### config.mk
export PLATFORM = sky130hd
export DESIGN_NAME = cdr_lock_ctrl
export DESIGN_NICKNAME = d
export VERILOG_FILES = /design/src/rtl/cdr_lock_ctrl.sv
export SDC_FILE = /design/constraint.sdc
export NUM_CORES = 1
export LEC_CHECK = 0
export ABC_AREA = 0
export BUFFER_PORTS_ARGS = -buffer_cell sky130_fd_sc_hd__buf_4
export CORE_MARGIN = 3
export CORE_UTILIZATION = 45
export DETAILED_ROUTE_END_ITERATION = 16
export SLEW_MARGIN = 0
export SYNTH_ARGS = -nofsm -noshare
export SYNTH_HDL_FRONTEND = slang
export SYNTH_SLANG_ARGS = --single-unit
### constraint.sdc
create_clock -name clk -period 4.35 [get_ports clk]
set_input_delay 1.305 -clock clk [delete_from_list [all_inputs] [get_ports clk]]
set_output_delay 1.305 -clock clk [all_outputs]
set_load 0.01 [all_outputs]
### src/rtl/cdr_lock_ctrl.sv
// rtl/cdr_lock_ctrl.sv - CDR acquisition/lock sequencer driving loop-filter gains, hold and clear
module cdr_lock_ctrl #(
    parameter int unsigned WIN_LOG2    = 5,
    parameter int unsigned MIN_TRANS   = 8,
    parameter int unsigned BAL_TH      = 4,
    parameter int unsigned LOCK_WINS   = 4,
    parameter int unsigned UNLOCK_WINS = 2,
    parameter int unsigned ACQ_TIMEOUT = 64,
    parameter logic [3:0]  KP_ACQ      = 4'd4,
    parameter logic [3:0]  KI_ACQ      = 4'd8,
    parameter logic [3:0]  KP_TRK      = 4'd6,
    parameter logic [3:0]  KI_TRK      = 4'd11
) (
    input  logic       clk,
    input  logic       rst_n,
    input  logic       ena,
    input  logic       sample_en,
    input  logic [1:0] pd_vote,
    output logic [3:0] kp_shift,
    output logic [3:0] ki_shift,
    output logic       loop_hold,
    output logic       loop_clr,
    output logic       locked,
    output logic       lost,
    output logic       timeout,
    output logic [1:0] state
);
    localparam int unsigned SW = WIN_LOG2;
    localparam int unsigned CW = WIN_LOG2 + 1;
    localparam int unsigned AW = WIN_LOG2 + 2;
    localparam int unsigned GW = $clog2(LOCK_WINS + 1);
    localparam int unsigned BW = $clog2(UNLOCK_WINS + 1);
    localparam int unsigned TW = $clog2(ACQ_TIMEOUT + 1);

    typedef enum logic [1:0] {
        S_IDLE   = 2'b00,
        S_ACQ    = 2'b01,
        S_LOCKED = 2'b10
    } state_t;

    state_t        st, st_nx;
    logic [SW-1:0] samp_cnt, samp_nx;
    logic [CW-1:0] e_cnt, e_nx, l_cnt, l_nx, e_sum, l_sum;
    logic [GW-1:0] good_cnt, good_nx, good_inc;
    logic [BW-1:0] bad_cnt, bad_nx, bad_inc;
    logic [TW-1:0] acq_win_cnt, acq_nx, acq_inc;
    logic [AW-1:0] tot, ext_e, ext_l, diff;
    logic          smp, win_close, good, lost_nx, clr_nx, tmo_nx;

    // The closing vote is folded in before judging so the window sees all 2^WIN_LOG2 samples
    assign smp       = sample_en && (st != S_IDLE);
    assign e_sum     = e_cnt + CW'(smp && (pd_vote == 2'b01));
    assign l_sum     = l_cnt + CW'(smp && (pd_vote == 2'b10));
    assign win_close = smp && (samp_cnt == '1);
    assign ext_e     = AW'(e_sum);
    assign ext_l     = AW'(l_sum);
    assign tot       = ext_e + ext_l;
    assign diff      = (ext_e >= ext_l) ? (ext_e - ext_l) : (ext_l - ext_e);
    assign good      = (tot >= AW'(MIN_TRANS)) && (diff <= AW'(BAL_TH));
    assign good_inc  = good_cnt + GW'(1);
    assign bad_inc   = bad_cnt + BW'(1);
    assign acq_inc   = acq_win_cnt + TW'(1);

    always_comb begin
        st_nx   = st;
        samp_nx = samp_cnt;
        e_nx    = e_cnt;
        l_nx    = l_cnt;
        good_nx = good_cnt;
        bad_nx  = bad_cnt;
        acq_nx  = acq_win_cnt;
        lost_nx = lost;
        clr_nx  = 1'b0;
        tmo_nx  = 1'b0;
        if (!ena) begin
            st_nx   = S_IDLE;
            samp_nx = '0;
            e_nx    = '0;
            l_nx    = '0;
            good_nx = '0;
            bad_nx  = '0;
            acq_nx  = '0;
            lost_nx = 1'b0;
        end else begin
            if (smp) begin
                samp_nx = samp_cnt + SW'(1);
                e_nx    = win_close ? '0 : e_sum;
                l_nx    = win_close ? '0 : l_sum;
            end
            case (st)
                S_IDLE: begin
                    st_nx   = S_ACQ;
                    clr_nx  = 1'b1;
                    lost_nx = 1'b0;
                end
                S_ACQ: begin
                    if (win_close) begin
                        good_nx = good ? good_inc : '0;
                        acq_nx  = acq_inc;
                        // Lock wins over timeout when both land on the same window
                        if (good && (good_inc == GW'(LOCK_WINS))) begin
                            st_nx   = S_LOCKED;
                            good_nx = '0;
                            bad_nx  = '0;
                            acq_nx  = '0;
                        end else if (acq_inc == TW'(ACQ_TIMEOUT)) begin
                            tmo_nx  = 1'b1;
                            clr_nx  = 1'b1;
                            acq_nx  = '0;
                            good_nx = '0;
                        end
                    end
                end
                S_LOCKED: begin
                    if (win_close) begin
                        if (good) begin
                            bad_nx = '0;
                        end else if (bad_inc == BW'(UNLOCK_WINS)) begin
                            st_nx   = S_ACQ;
                            lost_nx = 1'b1;
                            bad_nx  = '0;
                            good_nx = '0;
                            acq_nx  = '0;
                        end else begin
                            bad_nx = bad_inc;
                        end
                    end
                end
                default: st_nx = S_IDLE;
            endcase
        end
    end

    always_ff @(posedge clk or negedge rst_n) begin
        if (!rst_n) begin
            st          <= S_IDLE;
            samp_cnt    <= '0;
            e_cnt       <= '0;
            l_cnt       <= '0;
            good_cnt    <= '0;
            bad_cnt     <= '0;
            acq_win_cnt <= '0;
            kp_shift    <= KP_ACQ;
            ki_shift    <= KI_ACQ;
            loop_hold   <= 1'b1;
            loop_clr    <= 1'b0;
            locked      <= 1'b0;
            lost        <= 1'b0;
            timeout     <= 1'b0;
        end else begin
            st          <= st_nx;
            samp_cnt    <= samp_nx;
            e_cnt       <= e_nx;
            l_cnt       <= l_nx;
            good_cnt    <= good_nx;
            bad_cnt     <= bad_nx;
            acq_win_cnt <= acq_nx;
            kp_shift    <= (st_nx == S_LOCKED) ? KP_TRK : KP_ACQ;
            ki_shift    <= (st_nx == S_LOCKED) ? KI_TRK : KI_ACQ;
            loop_hold   <= (st_nx == S_IDLE);
            loop_clr    <= clr_nx;
            locked      <= (st_nx == S_LOCKED);
            lost        <= lost_nx;
            timeout     <= tmo_nx;
        end
    end

    assign state = st;
endmodule

== Word-level counts from Yosys, hierarchy flattened ==
Index checks and enable logic that the tools add are counted.
Storage, ports and cells
  bits in registers: 43
  word-level logic and storage cells: 109
Cells by class
  $lt $le $gt $ge: 3
  eq/ne operators: 17
  $add $sub $neg: 9
  reductions and logical operators: 12
  muxes and demuxes: 54
Operator list (number)
  $mux 7: 8
  $mux 6: 6
  $mux 2: 14
  $mux 3: 8
  $ne 3x3->1 const B: 5
  $pmux 7 s2: 1
  $sub 6x6->7: 2
  $add 6x1->6: 2
  $mux 1: 10
  $mux 5: 2
  $eq 2x2->1 const B: 4
  $reduce_and 4->1: 2
  $add 6x6->7: 1
  $add 7x1->7 const B: 1
  $eq 7x7->1 const B: 1
  $ge 7x4->1 const B: 1
  $le 7x3->1 const B: 1
  $ge 6x6->1: 1
  $logic_and 1x1->1: 6
  $ne 3x1->1 const B: 2
  $pmux 2 s3: 1
  $pmux 3 s2: 1
  $add 5x1->5 const B: 1
  $eq 5x5->1 const B: 1
  10 further kinds: 13

== Longest topological paths before layout ==
Gate-level depths: netlist (run 1).
  word-level depth: 15
  mapped depth: 18

== Worst setup path before layout (run 1) ==
Ideal clock, no wire load.
  kind: input-to-reg
  start: input sample_en
  end: register acq_win_cnt[2]
  stages on the path: 16
  library setup time: 124 ps
  path buffers: 1
  slack: -314 ps
  data arrival time: 4540 ps
  path through: o21ai_1 -> nor3b_1 -> ha_1 -> ha_1 -> nand3_1 -> xor2_1 -> inv_1 -> ha_1 -> and2b_2 -> o21ai_0 -> o2111ai_1 -> or4b_4 -> o22ai_1 -> buf_4 -> nor3_1 -> a211o_1
On the way
  longest elaborated chain between the ends: 12
  elaborated cells on any way between the ends: 23
  classes of those cells: add/sub: 5; order compare: 3; eq/ne: 3; mux: 5; reduce/logical: 7
RTL lines
  from (decl): line 17  | input logic sample_en,
  $logic_and 1x1->1 (*): line 51  | assign smp = sample_en && (st != S_IDLE);
  $logic_and 1x1->1 (on tied branches): line 53, 52
  $add 6x1->6 (on tied branches): line 53, 52
  $sub 6x6->7 / $ge 6x6->1 (equally long branches): line 58  | assign diff = (ext_e >= ext_l) ? (ext_e - ext_l) : (ext_l - ext_e);
  $mux 7: line 58
  $le 7x3->1: line 59  | assign good = (tot >= AW'(MIN_TRANS)) && (diff <= AW'(BAL_TH));
  $logic_and 1x1->1: line 59
  $logic_and 1x1->1: line 101  | if (good && (good_inc == GW'(LOCK_WINS))) begin
  $mux 7: line 101
  $mux 7: line 97  | if (win_close) begin
  $pmux 7 s2: line 90  | case (st)
  $mux 7: line 75  | if (!ena) begin
  to (signal assigned): line 157  | acq_win_cnt <= acq_nx;
  to (decl): line 46  | logic [TW-1:0] acq_win_cnt, acq_nx, acq_inc;
Every way passes the cells marked *; elsewhere a longest branch is shown, timed or not. The select of a mux whose other input is x is not followed.
A chain may end at the register's enable or synchronous reset.

== Worst setup path after layout (run 1) ==
  start: input sample_en
  end: register good_cnt[2]
On the way
  longest elaborated chain between the ends: 13
  elaborated cells on any way between the ends: 25
  classes of those cells: add/sub: 5; order compare: 3; eq/ne: 3; mux: 7; reduce/logical: 7
RTL lines
  $logic_and 1x1->1 (*): line 51
  $logic_and 1x1->1 (on tied branches): line 53, 52
  $add 6x1->6 (on tied branches): line 53, 52
  $sub 6x6->7 / $ge 6x6->1 (equally long branches): line 58
  $mux 7: line 58
  $le 7x3->1: line 59
  $logic_and 1x1->1: line 59
  $mux 3: line 98  | good_nx = good ? good_inc : '0;
  $mux 3: line 106  | end else if (acq_inc == TW'(ACQ_TIMEOUT)) begin
  $mux 3: line 101
  $mux 3: line 97
  $pmux 3 s2: line 90
  $mux 3: line 75
  to (signal assigned): line 155  | good_cnt <= good_nx;
  to (decl): line 44  | logic [GW-1:0] good_cnt, good_nx, good_inc;
Marks and branches as above.

==> results of run 1 <==
## state kept, by name, indices dropped and copies added (netlist names)
| register | cells |
|---|---|
| samp_cnt | 5 |
| bad_cnt | 2 |
| acq_win_cnt | 7 |
| e_cnt | 6 |
| loop_hold | 1 |
| l_cnt | 6 |
| good_cnt | 3 |
| loop_clr | 1 |
| timeout | 1 |
| state | 2 |
| lost | 1 |
| ki_shift | 1 |
## logic make-up after synthesis
| family | after synthesis |
|---|---|
| flops | 36 |
| simple gates | 101 |
| other cells | 2 |
| fa+ha+maj | 30 |
| xor+xnor | 15 |
| buf+inv | 42 |
| mux | 5 |
| compound gates | 62 |
## layer usage
metal	vias to the layer above	global-route usage, %
met3	6	3.16
met2	24	26.4
met1	1056	27.4
met5	-	0
met4	0	4.39
li1	1111	-
## worst max-delay path: stages
cell       delay [ns]
buf_4            0.10
o21ai_4          0.07
nor3b_2          0.18
ha_2             0.23
ha_4             0.15
nand3_2          0.09
xor2_2           0.17
inv_2            0.09
ha_4             0.27
and2b_2          0.20
o21ai_2          0.11
o2111ai_1        0.13
or4b_4           0.59
o21a_4           0.16
or4_1            0.47
mux2i_1          0.13
## stage by stage
| step | cells | utilization [%] | area [um^2] |
|---|---|---|---|
| finish | 411 | 60.2 | 3400 |
| global route | 411 | 60.2 | 3400 |
| CTS | 410 | 57.7 | 3250 |
| detailed placement | 402 | 56.1 | 3170 |
| global placement | 402 | 56.1 | 3170 |
| floorplan | 296 | - | 2800 |
## worst paths after layout
| kind | to | slack, ns | cells after the start | startpoint |
|---|---|---|---|---|
| min reg2reg | l_cnt[0] | 0.51 | 2 | l_cnt[0] |
| max reg2reg | good_cnt[2] | 0.78 | 13 | state[0] |
| min in group asynchronous | e_cnt[1] | 0.96 | 1 | rst_n |
| max in group asynchronous | loop_hold | 3.04 | 1 | rst_n |
| max | good_cnt[2] | 0.11 | 16 | sample_en |
| min | l_cnt[0] | 0.51 | 2 | l_cnt[0] |
## power by group through the flow
| stage | Sequential (uW) | Clock [uW] | Combinational (uW) |
|---|---|---|---|
| after floorplan | 349 | 0 | 37.7 |
| after global placement | 349 | 0 | 58.9 |
| after detailed placement | 350 | 0 | 58.8 |
| after CTS | 343 | 249 | 59.6 |
| final | 343 | 241 | 59.6 |
| after global routing | 343 | 262 | 66.7 |
## timing repair
item | in CTS | in global routing
setup buffers | 0 | 1
gates resized for setup | 0 | 25
endpoints found under the setup margin | 0 | 17
## area by class of cell
type / instances / area [um^2] / area share, %
clock buffers: 5 / 68.8 / 2.03
clock inverters: 3 / 18.8 / 0.552
inverters: 22 / 82.6 / 2.43
multi-input cells: 218 / 1820 / 53.5
flip-flops and latches: 36 / 902 / 26.6
well taps: 72 / 90.1 / 2.65
repair buffers: 55 / 417 / 12.3
## cells in the mapped netlist (all sizes together) (3+ instances only)
master	count	area (um^2)
a21o	6	45.0
a21oi	10	50.1
and2	5	31.3
and3	4	25.0
buf	12	95.1
clkbuf	8	30.0
dfrtp	35	876
fa	3	60.1
ha	27	338
inv	22	82.6
mux2	3	33.8
nand2	28	105
nand3	16	80.1
nand3b	4	30.0
nor2	8	30.0
nor3	7	40.0
nor3b	5	37.5
nor4	3	18.8
nor4b	5	43.8
o21a	4	37.5
o21ai	16	80.1
o21bai	3	22.5
or4	5	37.5
xnor2	7	61.3
xor2	8	70.1
==> results_dict.tcl, run 1 <==
set metrics [dict create \
    hold_buffers 0 \
    top_layer "met4" \
    path_clk_slew_ns 0.08 \
    switching_share_pct 26.4 \
    tightestPinTransition_ns 0.867 \
    cp.required_ns 4.56 \
    root_buffer "clkbuf_8" \
    mostFrequentLayoutCell "buf_4" \
    cts_buffers 5 \
    finish.net_count 374 \
    coreArea_mm2 0.00564 \
    routed_via_density 5.35 \
    die_area_mm2 0.00697 \
    clk_path_buf_depth 2 \
    yosys_most_used_dff "dfrtp_1" \
    synth.ff_latch_count 36 \
    grt_pass1_vias 2149 \
    overflow 0 \
    synth_compound_area_share_pct 16.2 \
    total_power_uw 643 \
    place_ws_ns -0.300 \
    setup_viol 0 \
    finClkSkew_ns 0.00999 \
    max_slew_margin_pct 42.1 \
    drt_pre_antenna_iters 4 \
    min_path_type "reg2reg" \
    synthCells 293 \
    rows 27 \
    portBuffers 15 \
    p_comb_share_pct 9.3 \
    drc_errors 0 \
    cp_max_fo 6 \
    clkLatencyLatePin_ns 0.29 \
    syn_avg_cell_area_um2 9.22 \
    ir_drop_mv 0.123 \
    start_util_pct 47.9 \
    grtUsageTotal_pct 18.0 \
    critPathArrivalTime_ns 4.45 \
    wl_um 6140 \
    critPathKind "in2reg" \
    route.met2.wl_um 2720 \
    ant_nets 0 \
    synth_edf_count 0 \
    hold_viol 0 \
    cts_max_level 2 \
    hpwlAfterDp_um 4640 \
    pwr-share-seq_pct 53.3 \
    die_x_um 83.5 \
    grt_first_pass_wirelength_um 10400 \
    syn_area_mm2 0.00270 \
    rsz0062_at_grt "yes" \
    synth_xor_area_share_pct 4.86 \
    antenna_found_initial 0 \
    setup.worst_path.start_class "primary input" \
    status "finished clean" \
    fillCellCount 494 \
    yosysUniqueCellTypes 62 \
    gp_congestion 0.853 \
    synth_top_family_by_area "simple AND/OR/NAND/NOR gates" \
    p_switching_uw 170 \
    power.density_mw_per_mm2 189 \
    min_period_ns 4.24 \
    wl_per_cell_um 14.9 \
    maxCapViolCount 0 \
    synth-async-reset-ratio_pct 100 \
    diodes 0 \
    p_int_uw 473 \
    drt-initial-drc-count 150 \
    synth-seq-area-share_pct 33.4 \
    grt_max_degree 37 \
    synthSimpleGateAreaFrac_pct 20.8 \
    layout_common_cells "54 x buf_4, 35 x dfrtp_1, 28 x nand2_1" \
    setup-tns-final_ns 0 \
    routedLengthMet1_um 3220 \
    maxSlewViolCount 0 \
    drive_above_1_share_pct 31.9 \
    leakagePower_uw 0.00154 \
    cts_tree "built" \
    fin_crit_sh_pct 97.5 \
    clock-sinks 36 \
    synth_mux_area_share_pct 1.99 \
    vias 2197 \
    area_delta_synth_final_pct 25.8 \
    synthAdderAreaFrac_pct 14.7 \
    fmax_mhz 236 \
    endpoint_kind "flop" \
    die_height_um 83.5 \
    yosysWarnings 0 \
    dr_wl_met3_um 143 \
    ios 21 \
    setup_slack_ns 0.107 \
    p_clk_share_pct 37.4 \
    timing.hold.ws_ns 0.506 \
]
Note: power is estimated with default switching activity, not from simulation.
==> run 2, diff against run 1 <==
==> constraint.sdc (replaced) <==
create_clock -name clk -period 4.35 [get_ports clk]
set_input_delay 1.305 -clock clk [delete_from_list [all_inputs] [get_ports clk]]
set_output_delay 1.305 -clock clk [all_outputs]
set_load 0.02 [all_outputs]
==> run 2 against run 1 <==
Setup slack improved by 0.030 ns. Non-clock buffer count decreased by 2. Worst hold slack lost 0.011 ns. Total power rose by 1.3%. Combinational power grew 2%. Global-route usage grew 0.53 points. Design area fell by 1.7%. Count of clock-buffer cells in the layout stayed put. Die area is the same. Clock skew shrank 0.0065 ns.
==> results_dict.tcl, run 2 (same netlist as run 1, synthesis figures left out) <==
set metrics [dict create \
    maxSlewViolCount 0 \
    start_util_pct 47.9 \
    largest_register_ffs 7 \
    setup.worst_path.start_class "primary input" \
    die_area_mm2 0.00697 \
    setup_viol 0 \
    wl_um 6180 \
    crit_chain "buf_4 -> o21ai_4 -> nor3b_2 -> ha_2 -> ha_4 -> nand3_1 -> xor2_2 -> inv_2 -> ha_2 -> and2b_2 -> o21ai_1 -> o2111ai_1 -> or4b_4 -> o21a_4 -> a31oi_4 -> mux2_2" \
    tightestPinTransition_ns 0.851 \
    area_delta_synth_final_pct 23.6 \
    hold_viol 0 \
    clock-sinks 36 \
    hold_buffers 0 \
    hp-start "e_cnt[0]" \
    vias 2241 \
    clk_path_buf_depth 2 \
    clkLatencyLatePin_ns 0.29 \
    setup_slack_ns 0.138 \
    ir_drop_mv 0.139 \
    leakagePower_uw 0.00153 \
    critPathMostFrequentCell "ha_2" \
    startpoint "sample_en" \
    root_buffer "clkbuf_8" \
    hpwlAfterDp_um 4600 \
    die_x_um 83.5 \
    diodes 0 \
    grt_pass1_vias 2211 \
    ant_nets 0 \
    overflow 0 \
    rows 27 \
    grt_max_degree 37 \
    wl_per_cell_um 15.1 \
    portBuffers 15 \
    cts_buffers 5 \
    top_register "acq_win_cnt" \
    layout_common_cells "52 x buf_4, 35 x dfrtp_1, 28 x nand2_1" \
    power.density_mw_per_mm2 195 \
    fmax_mhz 237 \
    cp_max_fo 4 \
    min_path_type "reg2reg" \
    fin_crit_sh_pct 96.8 \
    critPathSlowestCell "or4b_4" \
    r2r_slack_ns 0.66 \
    grt_first_pass_wirelength_um 10600 \
    grtUsageMet2_pct 28.1 \
    path_clk_slew_ns 0.08 \
    cts_setup_buffers 0 \
    drive_above_1_share_pct 29.1 \
    maxCapViolCount 0 \
    endpoint_kind "flop" \
    grtUsageTotal_pct 18.5 \
    r2r-start "state[0]" \
    ios 21 \
    mostFrequentLayoutCell "buf_4" \
    cts_max_level 2 \
    routed_via_density 5.48 \
    finClkSkew_ns 0.00346 \
    fin_area_mm2 0.00334 \
    cts_tree "built" \
    min_period_ns 4.21 \
    finish.net_count 372 \
    placed_cell_area_mm2 0.00316 \
    drc_errors 0 \
    critPathArrivalTime_ns 4.40 \
    cpPeakStageDelay_ns 0.53 \
    die_height_um 83.5 \
    largestRegisters "acq_win_cnt x7, e_cnt x6, l_cnt x6" \
    coreArea_mm2 0.00564 \
    met3_usage_pct 3.46 \
    place_ws_ns -0.301 \
    critPathKind "in2reg" \
    rsz0062_at_grt "yes" \
    antenna_found_initial 0 \
    gp_congestion 0.843 \
    status "finished clean" \
    drt-initial-drc-count 166 \
    cp.required_ns 4.54 \
    drt_pre_antenna_iters 5 \
    max_slew_margin_pct 43.1 \
    busiest_layer "met2" \
    use_met1_pct 27.0 \
]
[run 2: cell count changes in the layout (fill, tap and decap cells not counted), moves of 2 or more]
cell and change:
buf_4 -2, inv_1 +2, inv_2 -2, xor2_1 +2, xor2_2 -2
[run 2: worst max-delay path, delay by kind of cell]
family	cells	cell delay, ns
adder cells (fa/ha/maj)	3	0.64
multiplexers	1	0.35
AND/OR/NAND/NOR	4	1.05
AO/OA/AOI/OAI	5	0.68
XOR/XNOR	1	0.19
buffers and inverters	2	0.20
[run 2: timing repair]
item / CTS / global route
setup endpoints to repair: 0 / 17
resized for setup: 0 / 16
hold endpoints to repair: 0 / 0
[run 2: area by class of cell]
type                            instances  area, um^2
Inverter                               22        82.6
Sequential cell                        36         902
Fill cell                             491        2300
Clock inverter                          3        18.8
Tap cell                               72        90.1
Timing Repair Buffer                   53         402
Multi-Input combinational cell        218        1770
Clock buffer                            5        68.8
[run 2: metrics by stage]
step	hold slack (ns)	TNS, ns	power (uW)	utilization [%]	cells
floorplan	0.458	-0.110	390	-	296
global placement	0.483	-3.82	410	56.0	401
detailed placement	0.484	-3.77	411	56.0	401
CTS	0.501	0	655	57.6	409
global route	0.542	-0.0447	674	59.2	409
finish	0.495	0	652	59.2	409
[run 2: metal layers]
metal,vias up,wire length [um]
li1,1103,-
met1,1087,3150
met2,44,2730
met3,7,242
met4,0,67
met5,-,0
[run 2: power by group]
part / internal (uW) / switching, uW / total (uW)
clock: 112 / 136 / 248
combinational: 21.9 / 38.7 / 60.6
sequential: 339 / 4.54 / 344
[run 2: worst paths after layout]
check / end / depth (start not counted)
worst min-delay path: e_cnt[0] / 2
max in group asynchronous: loop_hold / 1
worst max-delay path: acq_win_cnt[1] / 16
worst max register to register: acq_win_cnt[1] / 15
worst min register to register: e_cnt[0] / 2
min in group asynchronous: e_cnt[1] / 1
==> run 3, diff against run 2 <==
--- a/config.mk
+++ b/config.mk
@@ -6,10 +6,13 @@
 export NUM_CORES = 1
 export LEC_CHECK = 0
 export ABC_AREA = 0
-export BUFFER_PORTS_ARGS = -buffer_cell sky130_fd_sc_hd__buf_4
+export BUFFER_PORTS_ARGS = -buffer_cell sky130_fd_sc_hd__clkbuf_2
+export CELL_PAD_IN_SITES_DETAIL_PLACEMENT = 0
+export CELL_PAD_IN_SITES_GLOBAL_PLACEMENT = 1
 export CORE_MARGIN = 3
 export CORE_UTILIZATION = 45
 export DETAILED_ROUTE_END_ITERATION = 16
+export PLACE_DENSITY_LB_ADDON = 0.1
 export SLEW_MARGIN = 0
 export SYNTH_ARGS = -nofsm -noshare
 export SYNTH_HDL_FRONTEND = slang
==> run 3 against run 2 <==
Utilization up 1.3 points. Clock power down 3%. Cell count up 1.2%. Worst hold slack better by 0.021 ns. Clock skew up 0.0047 ns. Die area unchanged. Count of clock-buffer cells in the layout unchanged. Critical path depth unchanged. Combinational power down 2%. Critical path type unchanged.
==> results_dict.tcl, run 3 (same netlist as run 1, synthesis figures left out) <==
set metrics [dict create \
    status "finished clean" \
    coreArea_mm2 0.00564 \
    hold_viol 0 \
    path_clk_slew_ns 0.08 \
    tightestPinTransition_ns 0.912 \
    root_buffer "clkbuf_8" \
    grt_max_degree 37 \
    routed_via_density 5.36 \
    gp_congestion 0.833 \
    critPathMostFrequentCell "ha_4" \
    rsz0062_at_grt "yes" \
    top_register "acq_win_cnt" \
    max_slew_margin_pct 39.1 \
    critical_path_cell_count 16 \
    cts_resized 0 \
    die_x_um 83.5 \
    clkLatencyLatePin_ns 0.29 \
    cp.required_ns 4.53 \
    grt_pass1_vias 2150 \
    setup_viol 0 \
    multi_input_area_mm2 0.00182 \
    drive_above_1_share_pct 32.2 \
    power.density_mw_per_mm2 189 \
    critPathKind "in2reg" \
    finish.net_count 377 \
    clk_path_buf_depth 2 \
    min_path_type "reg2reg" \
    maxCapViolCount 0 \
    endpoint_kind "flop" \
    diodes 0 \
    hpwlAfterDp_um 4820 \
    ir_drop_mv 0.165 \
    vias 2218 \
    hold_buffers 0 \
    die_area_mm2 0.00697 \
    wl_per_cell_um 15.4 \
    cp_max_fo 5 \
    grtUsageTotal_pct 18.7 \
    crit_chain "buf_8 -> o21ai_4 -> nor3b_2 -> ha_2 -> ha_4 -> nand3_1 -> xor2_2 -> buf_4 -> ha_4 -> and2b_2 -> o21ai_1 -> o2111ai_1 -> or4b_4 -> o21a_4 -> a31oi_4 -> mux2_2" \
    clock-sinks 36 \
    cpPeakStageDelay_ns 0.57 \
    drt_pre_antenna_iters 5 \
    area_delta_synth_final_pct 26.2 \
    drt-initial-drc-count 154 \
    reg2regPathDepth 15 \
    ant_nets 0 \
    layout_common_cells "41 x buf_4, 35 x dfrtp_1, 28 x nand2_1" \
    cp_top_family "simple AND/OR/NAND/NOR gates" \
    setup-tns-final_ns 0 \
    overflow 0 \
    antenna_found_initial 0 \
    rows 27 \
    fin_crit_sh_pct 97.4 \
    cts_buffers 5 \
    largestRegisters "acq_win_cnt x7, e_cnt x6, l_cnt x6" \
    cts_setup_buffers 0 \
    critPathArrivalTime_ns 4.42 \
    start_util_pct 47.9 \
    ios 21 \
    maxSlewViolCount 0 \
    cts_max_level 2 \
    mostFrequentLayoutCell "buf_4" \
    portBuffers 15 \
    cts_tree "built" \
    largest_register_ffs 7 \
    setup.worst_path.start_class "primary input" \
    r2r_slack_ns 0.60 \
    fillCellCount 483 \
    hold_depth 2 \
    die_height_um 83.5 \
    seq_area_um2 902 \
    leakagePower_uw 0.00156 \
    critPathSlowestCell "or4b_4" \
    total_power_uw 644 \
    drc_errors 0 \
    min_period_ns 4.24 \
    worst-path-buf-inv 2 \
    wl_um 6360 \
    fmax_mhz 236 \
    grt_first_pass_wirelength_um 10600 \
    finClkSkew_ns 0.00819 \
]
[run 3: cell types whose count changed in the layout (fill, tap and decap cells not counted), moves of 2 or more]
cell      before  now
xor2_2         3    6
xor2_1         5    2
inv_2          2    4
buf_4         52   41
clkbuf_2       0   14
inv_1         20   18
[run 3: routing by layer]
layer	part of all wire (%)	GRT usage, %	vias up	wire length, um
met1	52	28.1	1076	3310
met2	45	27.6	24	2860
li1	-	-	1111	-
met5	0	0	-	0
met4	0.96	5.12	0	61
met3	2.0	3.16	7	129
[run 3: layout make-up]
class / count / area share (%)
clock inverter: 3 / 0.550
timing repair buffer: 58 / 12.4
inverter: 22 / 2.42
tap: 72 / 2.64
sequential: 36 / 26.5
multi-input combinational: 218 / 53.5
clock buffer: 5 / 2.02
[run 3: worst min-delay path, cell delays in order, from the launching register on]
cell and delay, ns:
dfrtp_1 0.37, nand2_1 0.05, o21ai_0 0.06
[run 3: where the power goes]
part | leakage (uW) | switching [uW] | total, uW | internal [uW]
clock | 0.0000479 | 128 | 240 | 112
sequential | 0.000495 | 4.86 | 344 | 339
combinational | 0.00102 | 38.3 | 59.5 | 21.2
total | 0.00156 | 172 | 644 | 472
[run 3: path summary, 6_finish.rpt]
kind,startpoint,end
max reg2reg,state[0],acq_win_cnt[1]
min,e_cnt[0],e_cnt[0]
min in group asynchronous,rst_n,e_cnt[1]
max,sample_en,acq_win_cnt[1]
min reg2reg,e_cnt[0],e_cnt[0]
max in group asynchronous,rst_n,acq_win_cnt[5]
[run 3: stage by stage]
step                hold WS [ns]  utilization (%)  setup WS, ns  instances  area (um^2)
finish                     0.516             60.4         0.112        414         3410
global route               0.558             60.4       -0.0425        414         3410
detailed placement         0.492             56.2        -0.294        406         3170
CTS                        0.511             57.8        0.0102        414         3260
floorplan                  0.458                -       -0.0487        296         2800
global placement           0.482             56.2        -0.224        406         3170
